[config.mk]
export PLATFORM = sky130hd
export DESIGN_NAME = data_ram_rd_streamer
export DESIGN_NICKNAME = d
export VERILOG_FILES = /design/src/rtl/data_ram_rd_pkg.sv /design/src/rtl/data_ram_rd_fifo.sv /design/src/rtl/data_ram_rd_streamer.sv
export SDC_FILE = /design/constraint.sdc
export NUM_CORES = 1
export LEC_CHECK = 0
export BUFFER_PORTS_ARGS = -buffer_cell sky130_fd_sc_hd__buf_2
export CORE_ASPECT_RATIO = 0.7
export CORE_MARGIN = 2
export CORE_UTILIZATION = 50
export CTS_BUF_LIST = sky130_fd_sc_hd__clkbuf_4 sky130_fd_sc_hd__clkbuf_8
export CTS_CLUSTER_SIZE = 8
export DETAILED_ROUTE_END_ITERATION = 8
export GPL_TIMING_DRIVEN = 1
export PLACE_DENSITY_LB_ADDON = 0.2
export SKIP_CTS_REPAIR_TIMING = 1
export SLEW_MARGIN = 20
export SYNTH_ARGS = -nofsm -noshare
export SYNTH_HDL_FRONTEND = slang
export SYNTH_HIERARCHICAL = 1
export SYNTH_SLANG_ARGS = --single-unit
[constraint.sdc]
create_clock -name clk -period 5.8 [get_ports clk]
set_input_delay 0.29 -clock clk [delete_from_list [all_inputs] [get_ports clk]]
set_output_delay 0.29 -clock clk [all_outputs]
set_load 0.01 [all_outputs]
[src/rtl/data_ram_rd_pkg.sv]
// data_ram_rd_pkg: shared state encoding and read-latency derivation
package data_ram_rd_pkg;
  typedef enum logic [1:0] {IDLE, RUN, DRAIN} state_e;
  function automatic int rd_lat(input bit oreg);
    return oreg ? 2 : 1;
  endfunction
endpackage

[src/rtl/data_ram_rd_fifo.sv]
// data_ram_rd_fifo: synchronous FIFO with occupancy count, registered-only output
module data_ram_rd_fifo #(
  parameter int DWIDTH = 128,
  parameter int DEPTH = 4,
  localparam int PW = $clog2(DEPTH),
  localparam int CW = $clog2(DEPTH + 1)
) (
  input  logic              clk,
  input  logic              rst,
  input  logic              push,
  input  logic [DWIDTH-1:0] din,
  input  logic              pop,
  output logic [DWIDTH-1:0] dout,
  output logic [CW-1:0]     count
);
  logic [DWIDTH-1:0] mem_q [DEPTH];
  logic [PW-1:0] wptr_q, wptr_d, rptr_q, rptr_d;
  logic [CW-1:0] count_q, count_d;
  always_comb begin
    wptr_d = push ? wptr_q + PW'(1) : wptr_q;
    rptr_d = pop ? rptr_q + PW'(1) : rptr_q;
    count_d = count_q + CW'(push) - CW'(pop);
  end
  always_ff @(posedge clk or posedge rst) begin
    if (rst) begin
      wptr_q <= '0;
      rptr_q <= '0;
      count_q <= '0;
    end else begin
      wptr_q <= wptr_d;
      rptr_q <= rptr_d;
      count_q <= count_d;
    end
  end
  always_ff @(posedge clk) begin
    if (push) mem_q[wptr_q] <= din;
  end
  assign dout = mem_q[rptr_q];
  assign count = count_q;
endmodule

[src/rtl/data_ram_rd_streamer.sv]
// data_ram_rd_streamer: credit-managed burst reader from RAM port B to a valid/ready stream
module data_ram_rd_streamer
  import data_ram_rd_pkg::*;
#(
  parameter int    AWIDTH = 12,
  parameter int    DWIDTH = 128,
  parameter string OREG_B = "TRUE",
  parameter int    FIFO_DEPTH = 4,
  parameter int    LEN_WIDTH = 8
) (
  input  logic                 clk,
  input  logic                 rst,
  input  logic                 cmd_valid,
  output logic                 cmd_ready,
  input  logic [AWIDTH-1:0]    cmd_addr,
  input  logic [LEN_WIDTH-1:0] cmd_len,
  output logic                 en_b,
  output logic                 we_b,
  output logic [AWIDTH-1:0]    addr_b,
  output logic                 oreg_ce_b,
  input  logic [DWIDTH-1:0]    rd_data_b,
  output logic                 m_valid,
  input  logic                 m_ready,
  output logic [DWIDTH-1:0]    m_data,
  output logic                 m_last,
  output logic                 busy,
  output logic                 done
);
  localparam int RD_LAT = rd_lat(OREG_B == "TRUE");
  localparam int BW = LEN_WIDTH + 1;
  localparam int CW = $clog2(FIFO_DEPTH + 1);
  state_e state_q, state_d;
  logic [AWIDTH-1:0] addr_q, addr_d;
  logic [BW-1:0] left_q, left_d, total_q, total_d, popped_q, popped_d;
  logic [RD_LAT-1:0] pipe_q, pipe_d;
  logic [CW-1:0] fifo_count;
  logic pop, credit;
  always_comb begin
    credit = $countones(pipe_q) + int'(fifo_count) < FIFO_DEPTH;
    en_b = state_q == RUN && left_q != '0 && credit;
    m_valid = fifo_count != '0;
    pop = m_valid && m_ready;
    m_last = m_valid && popped_q + BW'(1) == total_q;
    done = pop && m_last;
    pipe_d = RD_LAT'({pipe_q, en_b});
    state_d = state_q;
    addr_d = en_b ? addr_q + AWIDTH'(1) : addr_q;
    left_d = en_b ? left_q - BW'(1) : left_q;
    total_d = total_q;
    popped_d = pop ? popped_q + BW'(1) : popped_q;
    if (state_q == IDLE && cmd_valid) begin
      state_d = RUN;
      addr_d = cmd_addr;
      left_d = {1'b0, cmd_len} + BW'(1);
      total_d = {1'b0, cmd_len} + BW'(1);
      popped_d = '0;
    end
    if (en_b && left_q == BW'(1)) state_d = DRAIN;
    if (done) state_d = IDLE;
  end
  always_ff @(posedge clk or posedge rst) begin
    if (rst) begin
      state_q <= IDLE;
      addr_q <= '0;
      left_q <= '0;
      total_q <= '0;
      popped_q <= '0;
      pipe_q <= '0;
    end else begin
      state_q <= state_d;
      addr_q <= addr_d;
      left_q <= left_d;
      total_q <= total_d;
      popped_q <= popped_d;
      pipe_q <= pipe_d;
    end
  end
  data_ram_rd_fifo #(.DWIDTH(DWIDTH), .DEPTH(FIFO_DEPTH)) u_fifo (
    .clk(clk),
    .rst(rst),
    .push(pipe_q[RD_LAT-1]),
    .din(rd_data_b),
    .pop(pop),
    .dout(m_data),
    .count(fifo_count)
  );
  assign cmd_ready = state_q == IDLE;
  assign busy = state_q != IDLE;
  assign we_b = 1'b0;
  assign oreg_ce_b = 1'b1;
  assign addr_b = addr_q;
endmodule

==> qor.txt, run 1 <==
Status - complete, no violations
Kind of critical path - reg2out
Routing usage on met1 - 27.7%
Actual slew at the worst max-slew pin - 1.09 ns
Detailed Place HPWL - 26200 µm
FMAX - 293 MHz
Via density per instance - 5.33
Startpoint types - flip-flop
CP endpoint kind - primary output
Final Core Density - 62.5%
CP arrival - 3.13 ns
Mapped Nets - 1145
Hold Path Class - in2reg
Final period util - 58.9%
Drt drc - 0
Synth area leader - edfxtp_1
Total track usage - 19.8%
Met3 Resource Use GR - 5.43%
Average cell area after synthesis - 21.8 µm²
Nets - 1648
Die Wd - 251 µm
Post-placement setup slack - 3.01 ns
Most frequent cell after synthesis - edfxtp_1
Antenna violations before repair - 4
Synth Instances - 980
Pleak - 9.35 nW
Vias - 11100
CP Data Required Time - 5.51 ns
Clock H-tree levels - 3
Die height - 177 µm
CTS tree - yes
Gpl congestion - 0.795
Final setup viols - 0
GR peak layer - met2
Top area cells in the synthesized netlist - edfxtp_1, mux4_2, dfrtp_1
Hold Path Sink - total_q[7]
Port Buffer Count - 297
Hold_sp - cmd_len[7]
Share of the synthesized area in the top cell type - 72.0%
Starting Density - 50.5%
First-pass GRT wire length - 65500 µm
Register area share after synthesis - 77.9%
PnR Total Power - 12.2 mW
Critical R2R Capture - u_fifo/count[2]
Slew Viols, Final - 0
Clk_skew - 0.0178 ns
Worst hold slack - 0.0826 ns
P per Cell Area - 460 nW/µm²
Yosys cell types - 49
Hold depth - 4
Finished Layout Cells - 2084
Vias in the first global route - 11100
Clk buf depth - 3
Seq cells post-synth - 562
Final worst path period need - 3.42 ns
Total gr overflow - 0
Site Rows - 63
Final Hold Vio Count - 0
GR Util met2 - 30.9%
Top FF cell, synth - edfxtp_1
Final worst slack - 2.38 ns
FILL cells - 3009
DRT iter0 DRCs - 702
Post-route ant nets - 0
Number of flops mapped to enable cells by yosys - 512
Layout area overhead - 23.8%
TNS Setup - 0 ns
Post-route cell area - 26400 µm²
Die area - 44400 µm²
WL final - 44500 µm
Root buf cell - clkbuf_8
Layout cells sized above 1 - 37.7%
TritonCTS Sinks - 562
Asr flop ratio synth - 8.90%
Post-DP Area - 23400 µm²
TritonCTS buffer count - 87
Worst reg-to-reg path cell count - 8
RSZ-0062 raised after global routing - false
Peak supply drop - 0.311 mV
R2r startpoint - u_fifo/count[1]
Routed len/inst - 21.3 µm
First-pass DRT Iterations - 5
Skew-Pair Late Insertion Delay - 0.63 ns
Most frequent cells after synthesis - edfxtp_1, mux4_2, dfrtp_1, nand2_1, nor2_1
Yosys Warn Count - 6
Core outline area - 42300 µm²
I/O Pins - 300
Placed Cells - 1801
Clock-pin slew on the worst setup and hold paths - 0.06 ns
Max-Cap Viols - 0
Mapped cell area - 21300 µm²
Largest net degree at the start of global routing - 75
Reg-to-reg slack, setup - 3.09 ns
Slew headroom - 27.4%
Critical-path maximum fanout - 7
## cell usage in the layout, fill, tap and decap left out, types with 2 or more instances in the layout
cell / count
a211oi_1: 4
a21oi_1: 14
a31oi_1: 2
and2_4: 4
and4_1: 3
buf_12: 3
buf_2: 297
buf_4: 10
clkbuf_4: 24
clkbuf_8: 91
clkinv_1: 9
clkinv_2: 4
conb_1: 2
dfrtp_1: 48
dfrtp_4: 2
diode_2: 4
dlygate4sd3_1: 145
edfxtp_1: 512
ha_1: 12
inv_1: 15
inv_6: 3
inv_8: 2
mux4_2: 128
nand2_1: 38
nand2b_1: 5
nand3_1: 8
nand4_1: 9
nand4_2: 2
nor2_1: 34
nor3_1: 9
nor4_1: 4
o21ai_0: 16
or3_1: 5
xnor2_1: 21
xor2_1: 20
## how the worst max path moves through the flow
stage                     startpoint  slack (ns)            endpoint
global placement    u_fifo/rptr_q[0]        3.03         m_data[118]
floorplan           u_fifo/wptr_q[0]        1.74  u_fifo/mem_q[0][0]
CTS                 u_fifo/rptr_q[0]        2.31         m_data[118]
finish                   popped_q[0]        2.38                done
detailed placement  u_fifo/rptr_q[0]        3.01         m_data[118]
global route             popped_q[0]        2.15                done
## layer usage
metal | up-vias | wire (µm)
li1 | 5003 | -
met1 | 5699 | 19700
met2 | 344 | 21400
met3 | 61 | 2670
met4 | 2 | 614
met5 | - | 16
## power by group
group	total, mW	switching (mW)	leakage [nW]	internal (mW)
Sequential	5.64	0.481	5.23	5.15
Combinational	3.45	1.79	3.29	1.66
Clock	3.07	1.43	0.834	1.64
Total	12.2	3.71	9.35	8.45
## cell type report
| cell class | count | area, µm² | area share (%) |
|---|---|---|---|
| antenna | 4 | 10.0 | 0.0379 |
| clock buffer | 115 | 1430 | 5.42 |
| clock inverter | 19 | 133 | 0.502 |
| inverter | 16 | 60.1 | 0.227 |
| multi-input combinational | 361 | 4380 | 16.6 |
| sequential | 562 | 16600 | 63.0 |
| tap | 552 | 691 | 2.61 |
| timing repair buffer | 455 | 3070 | 11.6 |
## critical path, cell delays in order, from the launching register on
cell and delay, ns:
dfrtp_1 0.43, ha_1 0.31, nand4_1 0.20, nand3b_1 0.10, a2111oi_0 0.50, o311ai_1 0.21, a211oi_1 0.52, buf_2 0.25
## sequential cells by signal (all words and copies together), names as in the netlist, 3 cells and up
register,count
addr_b,12
left_q,9
popped_q,9
total_q,9
u_fifo/count,3
u_fifo/mem_q,512
## cells by family after synthesis
logic type	Yosys count	share of synthesized area (%)
multiplexers	130	13.6
flip-flops	562	77.9
AO/OA/AOI/OAI	45	1.34
AND/OR/NAND/NOR	130	3.02
XOR/XNOR	41	1.68
adder cells (fa/ha/maj)	13	0.797
other	2	0.0352
buffers and inverters	57	1.61
(Power assumes the default switching activity.)
==> inputs of run 2 (changes only) <==
==> constraint.sdc (replaced) <==
create_clock -name clk -period 3.5 [get_ports clk]
set_input_delay 0.175 -clock clk [delete_from_list [all_inputs] [get_ports clk]]
set_output_delay 0.175 -clock clk [all_outputs]
set_load 0.01 [all_outputs]
==> run 2 against run 1 <==
The run now ends with negative hold slack left. Non-clock buffer count is 10 higher. Critical path depth stayed put. Via count is 0.26% higher. Clock-buffer cell count is 2 higher. Final area is 0.40% higher. Combinational power is 72% higher. Utilization is 0.25 points higher. Total power is 65% higher. Clock skew is 0.0054 ns lower. Largest cell class unchanged.
==> qor.txt, run 2 (same netlist as run 1, synthesis figures left out) <==
TritonCTS Sinks - 562 (unchanged)
First-pass DRT Iterations - 5 (unchanged)
Site Rows - 63 (unchanged)
Hold depth - 4 (unchanged)
Commonest non-fill, non-tap cell in the layout - edfxtp_1
Post-route ant nets - 0 (unchanged)
Largest register FFs - 512 (unchanged)
Via density per instance - 5.33 (about the same)
Hold Path Sink - left_q[5]
RSZ-0062 raised after global routing - false
CP endpoint kind - primary output
Hold_sp - cmd_len[5]
Startpoint types - flip-flop
Vias - 11100 (+0.26%)
Total gr overflow - 0 (unchanged)
Gpl congestion - 0.789 (-0.68%)
Failing checks - negative hold slack
WL final - 43100 µm (-3.0%)
Critical R2R Capture - left_q[4]
Nets - 1656 (+0.49%)
Final period util - 90.0%
Kind of critical path - reg2out
Critical-path maximum fanout - 15 (+8)
Clk buf depth - 3 (unchanged)
Antenna violations before repair - 2 (-2)
CP delay by family, top - simple AND/OR/NAND/NOR gates
Hold Path Class - in2reg
Reg-to-reg slack, setup - 0.77 ns (-2.32 ns)
Total track usage - 19.0% (-0.72 points)
Worst hold slack - -0.0137 ns (-0.0964 ns)
M1 WL - 18500 µm (-6.5%)
FMAX - 318 MHz
Clock H-tree levels - 3 (unchanged)
Actual slew at the worst max-slew pin - 0.726 ns (-0.363 ns)
CP arrival - 2.97 ns (-0.16 ns)
CP Data Required Time - 3.32 ns (-2.19 ns)
Skew-Pair Late Insertion Delay - 0.61 ns (-0.02 ns)
I/O Pins - 300 (unchanged)
CP max-delay cell - or3b_2
Detailed Place HPWL - 25500 µm (-2.7%)
Placed Cells - 1808 (+0.39%)
TritonCTS buffer count - 85 (-2.3%)
Die height - 177 µm (unchanged)
Status - finished with violations
PnR Total Power - 20.1 mW (+65%)
Drt drc - 0 (unchanged)
Vias in the first global route - 11000 (-0.34%)
Final setup viols - 0 (unchanged)
Final Hold Vio Count - 2 (+2)
Met3 WL - 2700 µm (+1.3%)
Worst reg-to-reg path cell count - 9 (+1)
Final worst slack - 0.352 ns (-2.03 ns)
Layout cells sized above 1 - 37.8% (+0.064 points)
Clk_skew - 0.0124 ns (-0.00544 ns)
Clock-pin slew on the worst setup and hold paths - 0.06 ns (about the same)
CP startpoint - left_q[0]
R2r startpoint - left_q[0]
Routed len/inst - 20.6 µm (-3.3%)
Post-placement setup slack - 0.827 ns (-2.18 ns)
FILL cells - 2969 (-1.3%)
Post-DP Area - 23500 µm² (+0.55%)
Slew Viols, Final - 0 (unchanged)
Die Wd - 251 µm (unchanged)
Slew headroom - 51.5% (+24 points)
CP Cell Sequence - inv_1 -> ha_1 -> or3b_2 -> or3_1 -> nand2_1 -> inv_2 -> buf_2
DRT iter0 DRCs - 691 (-1.6%)
Buf/Inv on CP - 3 (+2)
Max-Cap Viols - 0 (unchanged)
Core outline area - 42300 µm² (unchanged)
Largest net degree at the start of global routing - 76 (+1.3%)
Starting Density - 50.5% (unchanged)
Uppermost layer routed - met4
CTS tree - yes
Layout area overhead - 24.3%
Die area - 44400 µm² (unchanged)
Port Buffer Count - 297 (unchanged)
Met2 wire len - 21100 µm (-1.5%)
Final worst path period need - 3.15 ns
Finished Layout Cells - 2090 (+0.29%)
Final Core Density - 62.8% (+0.25 points)
Root buf cell - clkbuf_8
Slowest stage delay, CP - 0.47 ns (-0.05 ns)
Commonest cells after routing, fill and taps aside - edfxtp_1, buf_2, dlygate4sd3_1
Post-route cell area - 26500 µm² (+0.40%)
P per Cell Area - 756 nW/µm² (+64%)
Top reg by flops - u_fifo/mem_q
First-pass GRT wire length - 63500 µm (-3.2%)
Peak supply drop - 0.376 mV (+21%)
Pleak - 9.39 nW (+0.44%)
TNS Setup - 0 ns (unchanged)
==> run 2: changes by cell type in the layout (fill, tap and decap cells not counted), sizes merged <==
cell	delta
clkbuf	+2
diode	-2
buf	+7
bufinv	-1
clkinv	-3
dlygate4sd3	+3
==> run 2: report_power, final <==
part / leakage, nW / switching [mW] / internal, mW / total (mW)
Clock: 0.809 / 2.32 / 2.62 / 4.94
Combinational: 3.36 / 3.10 / 2.82 / 5.92
Sequential: 5.23 / 0.660 / 8.54 / 9.20
Total: 9.39 / 6.08 / 14.0 / 20.1
==> run 2: how the worst max path moves through the flow <==
stage	end	slack, ns	cells past startpoint
floorplan	u_fifo/mem_q[2][0]	0.86	3
global placement	left_q[4]	0.88	9
detailed placement	left_q[4]	0.83	9
CTS	en_b	0.32	7
global route	en_b	0.19	7
finish	en_b	0.35	7
==> run 2: cell type report <==
cell class	instances	area, µm²	share of cell area, %
repair buffers	465	3230	12.2
inverters	16	60.1	0.226
diodes	2	5.00	0.0189
clock inverters	15	88.8	0.335
multi-input cells	361	4380	16.5
clock buffers	117	1430	5.39
well taps	552	691	2.60
flip-flops and latches	562	16600	62.7
==> run 2: per-layer routing <==
metal | track usage, % | up-vias
met3 | 5.78 | 76
met1 | 25.6 | 5700
li1 | - | 5027
met5 | 0 | -
met2 | 30.5 | 335
met4 | 5.73 | 0
==> run 2: worst register-to-register path: stages, from the launching register on <==
cell     delay, ns
dfrtp_1       0.41
inv_1         0.11
ha_1          0.22
or3b_2        0.47
or3_1         0.32
nand2_1       0.34
inv_2         0.26
nand3_1       0.19
xor2_1        0.16
a21oi_1       0.09
==> inputs of run 3 (changes only) <==
--- a/config.mk
+++ b/config.mk
@@ -5,13 +5,13 @@
 export SDC_FILE = /design/constraint.sdc
 export NUM_CORES = 1
 export LEC_CHECK = 0
-export BUFFER_PORTS_ARGS = -buffer_cell sky130_fd_sc_hd__buf_2
 export CORE_ASPECT_RATIO = 0.7
 export CORE_MARGIN = 2
 export CORE_UTILIZATION = 50
 export CTS_BUF_LIST = sky130_fd_sc_hd__clkbuf_4 sky130_fd_sc_hd__clkbuf_8
 export CTS_CLUSTER_SIZE = 8
 export DETAILED_ROUTE_END_ITERATION = 8
+export DONT_BUFFER_PORTS = 1
 export GPL_TIMING_DRIVEN = 1
 export PLACE_DENSITY_LB_ADDON = 0.2
 export SKIP_CTS_REPAIR_TIMING = 1
==> run 3 against run 2 <==
First-iteration DRC count is 10% lower. Largest power group unchanged. Via count decreased by 11%. Global-route usage decreased by 0.96 points. Wire length down 4.3%. The flow still finishes with violations (negative hold slack). Combinational power fell by 15%. Clock power fell by 1%. Critical path type unchanged.
==> qor.txt, run 3 (same netlist as run 1, synthesis figures left out) <==
CP Cell Sequence - ha_1 -> nand4_1 -> nand3b_1 -> a2111oi_0 -> o311ai_1 -> a211oi_1
Largest net degree at the start of global routing - 84 (+11%)
Nets - 1360 (-18%)
Starting Density - 50.5% (unchanged)
Hold Path Class - in2reg
Kind of critical path - reg2out
Uppermost layer routed - met5
Final period util - 86.9% (-3.1 points)
Via density per instance - 5.57 (+4.6%)
Pleak - 8.21 nW (-13%)
Vias - 9958 (-11%)
Layout area overhead - 17.3%
Slew headroom - 44.4% (-7.0 points)
TNS Setup - 0 ns (unchanged)
Max-Cap Viols - 0 (unchanged)
WL final - 41300 µm (-4.3%)
Largest register FFs - 512 (unchanged)
Clock H-tree levels - 3 (unchanged)
P per Cell Area - 766 nW/µm² (+1.3%)
Critical R2R Capture - addr_b[8]
Post-route ant nets - 0 (unchanged)
Port Buffer Count - 0 (-100%)
TritonCTS buffer count - 84 (-1.2%)
Buf/Inv on CP - 0 (-3)
Total track usage - 18.1% (-0.96 points)
Clk_skew - 0.0407 ns (+0.0283 ns)
Final worst path period need - 3.04 ns (-0.108 ns)
CP endpoint kind - primary output
Layout cells sized above 1 - 22.5% (-15 points)
Critical-path maximum fanout - 7 (-8)
First-pass DRT Iterations - 5 (unchanged)
Met3 WL - 2700 µm (about the same)
Actual slew at the worst max-slew pin - 0.833 ns (+0.107 ns)
Die Wd - 251 µm (unchanged)
Final setup viols - 0 (unchanged)
Hold Path Sink - left_q[4]
Worst reg-to-reg path cell count - 9 (unchanged)
TritonCTS Sinks - 562 (unchanged)
I/O Pins - 300 (unchanged)
CP max-delay cell - a211oi_1
Final Hold Vio Count - 2 (unchanged)
Commonest non-fill, non-tap cell in the layout - edfxtp_1
RSZ-0062 raised after global routing - false
FMAX - 329 MHz (+3.5%)
Hold depth - 4 (unchanged)
R2r startpoint - left_q[0]
Slowest stage delay, CP - 0.65 ns (+0.18 ns)
Hold_sp - cmd_len[3]
CP delay by family, top - compound AO/OA/AOI/OAI gates
First-pass GRT wire length - 59700 µm (-6.0%)
Slew Viols, Final - 0 (unchanged)
CP Data Required Time - 3.32 ns (about the same)
Routed len/inst - 23.1 µm (+12%)
Antenna violations before repair - 3 (+1)
Total gr overflow - 0 (unchanged)
Gpl congestion - 0.783 (-0.77%)
Status - finished with violations
Site Rows - 63 (unchanged)
Die height - 177 µm (unchanged)
Peak supply drop - 0.465 mV (+24%)
Core outline area - 42300 µm² (unchanged)
FILL cells - 3010 (+1.4%)
Stages on worst setup path - 6 (-1)
Failing checks - negative hold slack
Detailed Place HPWL - 23800 µm (-6.4%)
Vias in the first global route - 9486 (-14%)
CTS tree - yes
DRT iter0 DRCs - 622 (-10%)
Post-placement setup slack - 0.849 ns (+0.0221 ns)
Drt drc - 0 (unchanged)
Skew-Pair Late Insertion Delay - 0.63 ns (+0.02 ns)
Die area - 44400 µm² (unchanged)
Root buf cell - clkbuf_8
Commonest cells after routing, fill and taps aside - edfxtp_1, dlygate4sd3_1, mux4_2
Final worst slack - 0.459 ns (+0.108 ns)
CP arrival - 2.87 ns (-0.10 ns)
Worst hold slack - -0.00842 ns (+0.00531 ns)
Startpoint types - flip-flop
Clk buf depth - 3 (unchanged)
Clock-pin slew on the worst setup and hold paths - 0.06 ns (about the same)
Top reg by flops - u_fifo/mem_q
M1 WL - 17800 µm (-3.4%)
Met2 wire len - 19800 µm (-6.0%)
Reg-to-reg slack, setup - 0.79 ns (+0.02 ns)
run 3: worst max-delay path by stage:
stage,end,start,slack [ns]
after floorplan,u_fifo/mem_q[2][0],u_fifo/wptr_q[0],0.86
after global placement,left_q[4],left_q[0],0.87
after detailed placement,addr_b[4],left_q[0],0.85
after CTS,done,popped_q[0],0.39
after global routing,done,popped_q[0],0.10
final,done,popped_q[0],0.46
run 3: worst min-delay path, cell delays in order:
cell and delay, ns:
nand3_1 0.11, xnor2_1 0.12, nor2_1 0.06, a21oi_1 0.10
run 3: area by class of cell:
| cell class | count | area (µm²) | share of cell area (%) |
|---|---|---|---|
| antenna | 2 | 5.00 | 0.0200 |
| clock buffer | 113 | 1390 | 5.56 |
| clock inverter | 11 | 81.3 | 0.325 |
| inverter | 16 | 60.1 | 0.240 |
| multi-input combinational | 361 | 4380 | 17.5 |
| sequential | 562 | 16600 | 66.5 |
| tap | 552 | 691 | 2.76 |
| timing repair buffer | 170 | 1790 | 7.14 |
run 3: metal layers:
| metal | track usage [%] | up-vias |
|---|---|---|
| li1 | - | 4412 |
| met1 | 24.2 | 5193 |
| met2 | 27.3 | 276 |
| met3 | 7.40 | 75 |
| met4 | 5.73 | 2 |
| met5 | 0.330 | - |
run 3: power breakdown:
| group | switching [mW] | internal (mW) |
|---|---|---|
| Clock | 2.34 | 2.55 |
| Sequential | 0.714 | 8.54 |
| Combinational | 2.85 | 2.19 |
| Total | 5.90 | 13.3 |
run 3: metrics by stage:
step | cells | instance area, µm² | utilization, % | power [mW]
2_1_floorplan | 980 | 21300 | - | 13.1
3_3_place_gp | 1507 | 22000 | 52.1 | 14.3
3_5_place_dp | 1507 | 22000 | 52.1 | 14.4
4_1_cts | 1631 | 23500 | 55.6 | 19.3
5_1_grt | 1786 | 25000 | 59.2 | 20.1
6_report | 1787 | 25000 | 59.2 | 19.2
